==> config.mk <==
export PLATFORM = sky130hd
export DESIGN_NAME = uart_tx_periph
export DESIGN_NICKNAME = d
export VERILOG_FILES = /design/src/rtl/uart_tx_periph.sv
export SDC_FILE = /design/constraint.sdc
export NUM_CORES = 1
export LEC_CHECK = 0
export CORE_MARGIN = 2
export CORE_UTILIZATION = 55
export CTS_CLUSTER_SIZE = 28
export DETAILED_ROUTE_END_ITERATION = 8
export PLACE_DENSITY = 0.9
export SLEW_MARGIN = 0
export SYNTH_ARGS = -nofsm -noshare
export SYNTH_HDL_FRONTEND = slang
export SYNTH_SLANG_ARGS = --single-unit
==> constraint.sdc <==
create_clock -name clk -period 3.7 [get_ports clk]
set_input_delay 0.74 -clock clk [delete_from_list [all_inputs] [get_ports clk]]
set_output_delay 0.74 -clock clk [all_outputs]
set_load 0.05 [all_outputs]
==> src/rtl/uart_tx_periph.sv <==
// uart_tx_periph
//   Memory-mapped 8N1 UART transmitter with a small transmit FIFO.
//   Register map (offsets from BASE_ADDR, decoded on offset[3:2]):
//     0x0 TXDATA  (W)  dwe[0] pushes dwdata[7:0]; reads 0
//     0x4 STATUS  (R)  {count[8:4], overflow[3], empty[2], full[1], busy[0]}
//                      write dwe[0] with dwdata[3]=1 clears overflow
//     0x8 BAUDDIV (RW) clocks per bit in [15:0], byte-lane writable
//     0xC         reads 0, writes ignored
// Ports:
//   clk    : clock, all state updates on the rising edge
//   reset  : asynchronous active-low reset
//   daddr  : byte address from the peripheral bus branch
//   dwdata : write data
//   dwe    : per-byte write enables (all zero = no write)
//   drdata : combinational read data for daddr
//   txd    : serial output, idles high
module uart_tx_periph #(
    parameter logic [31:0] BASE_ADDR  = 32'h0000_1000,
    parameter int unsigned FIFO_DEPTH = 8,
    parameter logic [15:0] DIV_RESET  = 16'd4
) (
    input  logic        clk,
    input  logic        reset,
    input  logic [31:0] daddr,
    input  logic [31:0] dwdata,
    input  logic [3:0]  dwe,
    output logic [31:0] drdata,
    output logic        txd
);

    localparam int unsigned AW = $clog2(FIFO_DEPTH);
    localparam int unsigned CW = AW + 1;

    typedef enum logic [1:0] {
        S_IDLE,
        S_START,
        S_DATA,
        S_STOP
    } state_e;

    // ------------------------------------------------------------------
    // Address decode
    // ------------------------------------------------------------------
    logic [31:0] off;
    logic [1:0]  sel;
    logic        wr_txdata;
    logic        wr_ovf_clr;
    logic        wr_div_lo;
    logic        wr_div_hi;

    assign off        = daddr - BASE_ADDR;
    assign sel        = off[3:2];
    assign wr_txdata  = (sel == 2'd0) && dwe[0];
    assign wr_ovf_clr = (sel == 2'd1) && dwe[0] && dwdata[3];
    assign wr_div_lo  = (sel == 2'd2) && dwe[0];
    assign wr_div_hi  = (sel == 2'd2) && dwe[1];

    logic unused_bits;
    assign unused_bits = &{1'b0, off[31:4], off[1:0], dwdata[31:16], dwe[3:2]};

    // ------------------------------------------------------------------
    // Registers
    // ------------------------------------------------------------------
    logic [7:0]    mem_q [FIFO_DEPTH];
    logic [AW-1:0] wptr_q;
    logic [AW-1:0] rptr_q;
    logic [CW-1:0] count_q;
    logic          ovf_q;
    logic [15:0]   baud_q;

    state_e        state_q, state_d;
    logic [15:0]   cnt_q,   cnt_d;
    logic [2:0]    bit_q,   bit_d;
    logic [7:0]    shift_q, shift_d;

    logic          fifo_empty;
    logic          fifo_full;
    logic          pop;
    logic          push_ok;
    logic [15:0]   div_m1;

    assign fifo_empty = (count_q == '0);
    assign fifo_full  = (count_q == CW'(FIFO_DEPTH));
    // A full FIFO still accepts a byte when the transmitter frees a slot
    // on the same edge.
    assign push_ok    = wr_txdata && (!fifo_full || pop);
    // BAUDDIV of zero behaves as one clock per bit.
    assign div_m1     = (baud_q == '0) ? '0 : baud_q - 16'd1;

    // ------------------------------------------------------------------
    // Transmit state machine: next state and outputs
    // ------------------------------------------------------------------
    always_comb begin
        state_d = state_q;
        cnt_d   = cnt_q;
        bit_d   = bit_q;
        shift_d = shift_q;
        pop     = 1'b0;
        txd     = 1'b1;
        unique case (state_q)
            S_IDLE: begin
                if (!fifo_empty) begin
                    pop     = 1'b1;
                    shift_d = mem_q[rptr_q];
                    cnt_d   = div_m1;
                    state_d = S_START;
                end
            end
            S_START: begin
                txd = 1'b0;
                if (cnt_q == '0) begin
                    cnt_d   = div_m1;
                    bit_d   = '0;
                    state_d = S_DATA;
                end else begin
                    cnt_d = cnt_q - 16'd1;
                end
            end
            S_DATA: begin
                txd = shift_q[0];
                if (cnt_q == '0) begin
                    cnt_d   = div_m1;
                    shift_d = shift_q >> 1;
                    bit_d   = bit_q + 3'd1;
                    if (bit_q == 3'd7) begin
                        state_d = S_STOP;
                    end
                end else begin
                    cnt_d = cnt_q - 16'd1;
                end
            end
            S_STOP: begin
                if (cnt_q == '0) begin
                    // Chain straight into the next start bit when data is waiting.
                    if (!fifo_empty) begin
                        pop     = 1'b1;
                        shift_d = mem_q[rptr_q];
                        cnt_d   = div_m1;
                        state_d = S_START;
                    end else begin
                        state_d = S_IDLE;
                    end
                end else begin
                    cnt_d = cnt_q - 16'd1;
                end
            end
            default: begin
                state_d = S_IDLE;
            end
        endcase
    end

    always_ff @(posedge clk or negedge reset) begin
        if (!reset) begin
            state_q <= S_IDLE;
            cnt_q   <= '0;
            bit_q   <= '0;
            shift_q <= '0;
        end else begin
            state_q <= state_d;
            cnt_q   <= cnt_d;
            bit_q   <= bit_d;
            shift_q <= shift_d;
        end
    end

    // ------------------------------------------------------------------
    // FIFO, overflow flag and divisor register
    // ------------------------------------------------------------------
    always_ff @(posedge clk or negedge reset) begin
        if (!reset) begin
            for (int unsigned i = 0; i < FIFO_DEPTH; i++) begin
                mem_q[i] <= '0;
            end
            wptr_q  <= '0;
            rptr_q  <= '0;
            count_q <= '0;
            ovf_q   <= 1'b0;
            baud_q  <= DIV_RESET;
        end else begin
            if (push_ok) begin
                mem_q[wptr_q] <= dwdata[7:0];
                wptr_q        <= wptr_q + AW'(1);
            end
            if (pop) begin
                rptr_q <= rptr_q + AW'(1);
            end
            unique case ({push_ok, pop})
                2'b10:   count_q <= count_q + CW'(1);
                2'b01:   count_q <= count_q - CW'(1);
                default: count_q <= count_q;
            endcase

            if (wr_txdata && !push_ok) begin
                ovf_q <= 1'b1;
            end else if (wr_ovf_clr) begin
                ovf_q <= 1'b0;
            end

            if (wr_div_lo) begin
                baud_q[7:0] <= dwdata[7:0];
            end
            if (wr_div_hi) begin
                baud_q[15:8] <= dwdata[15:8];
            end
        end
    end

    // ------------------------------------------------------------------
    // Read mux
    // ------------------------------------------------------------------
    logic [31:0] status;
    assign status = {23'd0, 5'(count_q), ovf_q, fifo_empty, fifo_full,
                     (state_q != S_IDLE)};

    always_comb begin
        drdata = '0;
        unique case (sel)
            2'd1:    drdata = status;
            2'd2:    drdata = {16'd0, baud_q};
            default: drdata = '0;
        endcase
    end

endmodule
==> summary.md <==
| Metric | Value |
|---|---|
| Area occupied by multi-input gates | `3680 µm²` |
| Worst hold slack | `around 0.42 ns` |
| Number of buffers on the longest clock path | `2` |
| Largest net degree at the start of global routing | `66` |
| CTS Buf Count | `17` |
| Synth Flop Type | `dfrtp_1` |
| Worst relative slew slack | `0.428` |
| Reg2Reg Setup Slack | `between 0.6 and 0.7 ns` |
| Status | `finished clean` |
| Die area | `roughly 14,000 µm²` |
| Leak | `about 3.5 nW` |
| H-tree depth | `4` |
| # nets final | `745` |
| Die X | `~120 µm` |
| Final Cycle Share | `0.880` |
| Post-detail-place hpwl | `around 11 mm` |
| Cell Count, Final, Fillers Out | `between 800 and 900` |
| R2R depth | `11` |
| Area added between synthesis and finish | `16.1%` |
| Number of fillers in the final layout | `around 890` |
| Maximum clock rate | `around 0.31 GHz` |
| NetSw | `roughly 2.7 mW` |
| Starting DRC count in detailed routing | `401` |
| Initial antenna violation count | `0` |
| CTS tree | `done` |
| Startpoint types | `input port` |
| Post-synthesis xor/xnor area fraction | `0.0328` |
| Vias in the first global route | `about 5,400` |
| Antenna-violating nets left | `0` |
| Register area share after synthesis | `0.433` |
| Power Internal | `roughly 4.2 mW` |
| CTS Root Buffer Type | `clkbuf_16` |
| Setup Skew | `roughly 0.0075 ns` |
| Die Y | `approximately 120 µm` |
| Num Clock Sinks | `120` |
| Diode count | `0` |
| Critical Path Source | `daddr[2]` |
| Avg Inst Size Synth | `about 11 µm²` |
| DRC Markers | `0` |
| Clock share of power | `0.239` |
| Distinct cells, synth | `68` |
| CP required | `about 3 ns` |
| Setup violators final | `0` |
| GPL Wtd Cong | `roughly 0.92` |
| Worst setup EP type | `primary output` |
| Ys Warns | `0` |
| Hold bufs inserted after CTS | `0` |
| Wire per inst | `20.2 µm` |
| Total grt overflow | `0` |
| CTS resizes | `0` |
| Final hold violations | `0` |
| Final Critical Period | `around 3.3 ns` |
| # port buffers | `38` |
| Post-synth EDFFs | `0` |
| Max_cap viols | `0` |
| Layout cells sized above 1 | `0.282` |
| Clock latency on the worst-skew pair | `0.42 ns` |
| Largest family of logic cells by synthesized area | `multiplexers` |
| Worst path arrival time | `2.51 ns` |
| Clock transition at path regs | `about 0.06 ns` |
| Crit path kind | `in2out` |
| FF+latch count, synth | `120` |
| Comb power frac | `0.416` |
| # IOs | `approximately 100` |
| Cells after Synth | `621` |
| Initial Util | `0.557` |
| Sequential standard cell area | `3000 µm²` |
| Hold Path Class | `in2async` |
| Vias per cell | `6.18` |
| Synthesized area | `6950 µm²` |
| Simple-Gate Fraction of Synth Area | `0.137` |
| Inst Count DP | `810` |
| First-pass iteration count of the detailed router | `5` |
| Mux share of post-synthesis cell area | `0.214` |
| First-pass GRT wire length | `27.7 mm` |
| Routed WL | `around 17 mm` |
| Max-slew violations | `0` |
| Switching part of the total power | `0.390` |
| Worst r2r src | `cnt_q[8]` |
| CORE AREA | `12,500 µm²` |
| Adder-cell area share of the yosys netlist | `0.0324` |
| Tightest Pin Transition | `around 0.86 ns` |
| RSZ-0062 raised after global routing | `false` |
| Cell area power density | `~850 nW/µm²` |
| Gr usage total | `0.272` |
| Row count | `just over 40` |
| Sequential share of power | `0.346` |
| Maximum vdd drop | `roughly 520 µV` |
| Final TNS setup | `0 ns` |
| Post-synthesis async set-or-reset flop share | `1.00` |
| Terminus of the critical flop-to-flop path | `count_q[2]` |
| Setup Fix Bufs, Post-CTS | `0` |
| Synth Area in Compound Gates | `0.105` |
| Via count | `approximately 5,200` |
| Finished Core Util | `0.647` |
| Worst-path maximum fanout | `18` |
kinds of logic (layout without fill, tap and decap cells):
family / Yosys count / in the layout
xor gates and xnor gates: 26 / 26
AOI/OAI and AO/OA: 113 / 113
adders and majority gates: 18 / 18
buffers and inverters: 60 / 94
and+or+nand+nor: 166 / 166
muxes: 117 / 117
DFF: 120 / 120
other: 1 / 16
power groups by stage:
stage               Clock, mW  Combinational (mW)  Sequential (mW)
finish                   1.64                2.86             2.38
global route             1.72                3.10             2.43
CTS                      1.65                2.83             2.36
detailed placement          0                2.78             2.36
global placement            0                2.65             2.29
floorplan                   0                2.33             2.09
worst max-delay path: stages:
cell and delay [ns]:
clkdlybuf4s50_1 0.43, inv_1 0.09, ha_1 0.58, nand2_1 0.11
a21boi_0 0.38, buf_12 0.20
flip-flops by register name, summed over array words and instances, names as in the netlist:
register  flops
bit_q         3
baud_q       16
count_q       4
cnt_q        16
shift_q       8
state_q       2
ovf_q         1
mem_q        64
rptr_q        3
wptr_q        3
through the flow:
step                      area [µm²]  power [mW]  worst slack, ns
after CTS                       8060        6.83            0.511
after detailed placement        7480        5.13            0.510
after global placement          7480        4.94            0.556
after floorplan                 7000        4.42            0.365
final                           8060        6.88            0.446
after global routing            8060        7.26            0.413
synthesized netlist by cell type, drive strengths merged (2+ instances only):
cell / n / area (µm²)
a221oi: 5 / 43.8
clkbuf: 21 / 78.8
or4: 3 / 22.5
o22ai: 3 / 18.8
nor3b: 2 / 15.0
inv: 12 / 45.0
o21ai: 34 / 170
or2: 2 / 12.5
a32oi: 2 / 17.5
o32ai: 2 / 17.5
xor2: 13 / 114
a22oi: 8 / 60.1
a31oi: 3 / 18.8
a21oi: 27 / 135
nand4: 3 / 33.8
ha: 18 / 225
dfrtp: 119 / 2980
a21o: 2 / 16.3
a32o: 2 / 20.0
or3: 7 / 50.1
mux2: 91 / 1020
xnor2: 13 / 114
nor3: 12 / 82.6
mux4: 16 / 360
buf: 26 / 186
a31o: 2 / 17.5
nor2b: 13 / 81.3
mux2i: 10 / 100
nand2: 46 / 180
a21boi: 2 / 15.0
nand2b: 4 / 25.0
nor2: 34 / 135
nor4: 12 / 96.3
o31ai: 5 / 37.5
and3: 3 / 18.8
nand3: 12 / 110
a211oi: 6 / 45.0
and2: 11 / 70.1
metal layers:
metal | part of all wire | vias to the layer above | track usage
li1 | - | 2314 | -
met3 | 0.052 | 60 | 0.0654
met1 | 0.38 | 2624 | 0.307
met2 | 0.53 | 205 | 0.474
met5 | 0 | - | 0
met4 | 0.043 | 0 | 0.150
area by class of cell:
class                   instances  share of cell area
clock inverters                13              0.0180
well taps                     172              0.0267
repair buffers                 50              0.0655
flip-flops and latches        120               0.373
inverters                      12             0.00559
clock buffers                  19              0.0549
multi-input cells             456               0.457
worst max-delay path by stage:
| stage | end | cells past startpoint |
|---|---|---|
| after floorplan | drdata[0] | 6 |
| after global placement | drdata[0] | 6 |
| after detailed placement | drdata[0] | 6 |
| after CTS | drdata[0] | 6 |
| after global routing | drdata[0] | 6 |
| final | drdata[0] | 6 |
cells in the final DEF, fill, tap and decap left out, types with 4 or more instances in the layout:
cell / Yosys / layout
a211oi_1: 6 / 6
a21oi_1: 27 / 27
a221oi_1: 5 / 5
a22oi_1: 8 / 8
and2_1: 10 / 10
buf_12: 0 / 8
buf_4: 18 / 21
clkbuf_16: 0 / 17
clkdlybuf4s50_1: 0 / 21
conb_1: 1 / 16
dfrtp_1: 119 / 119
ha_1: 18 / 18
inv_1: 12 / 12
mux2_2: 89 / 89
mux2i_1: 10 / 10
mux4_2: 16 / 16
nand2_1: 43 / 43
nand2b_1: 4 / 4
nand3_1: 8 / 8
nand3_4: 4 / 4
nor2_1: 33 / 33
nor2b_1: 13 / 13
nor3_1: 10 / 10
nor4_1: 10 / 9
o21ai_0: 34 / 34
o31ai_1: 5 / 5
or3_1: 5 / 5
xnor2_1: 13 / 13
xor2_1: 13 / 13
No activity file was read; power rests on OpenSTA's default activity.
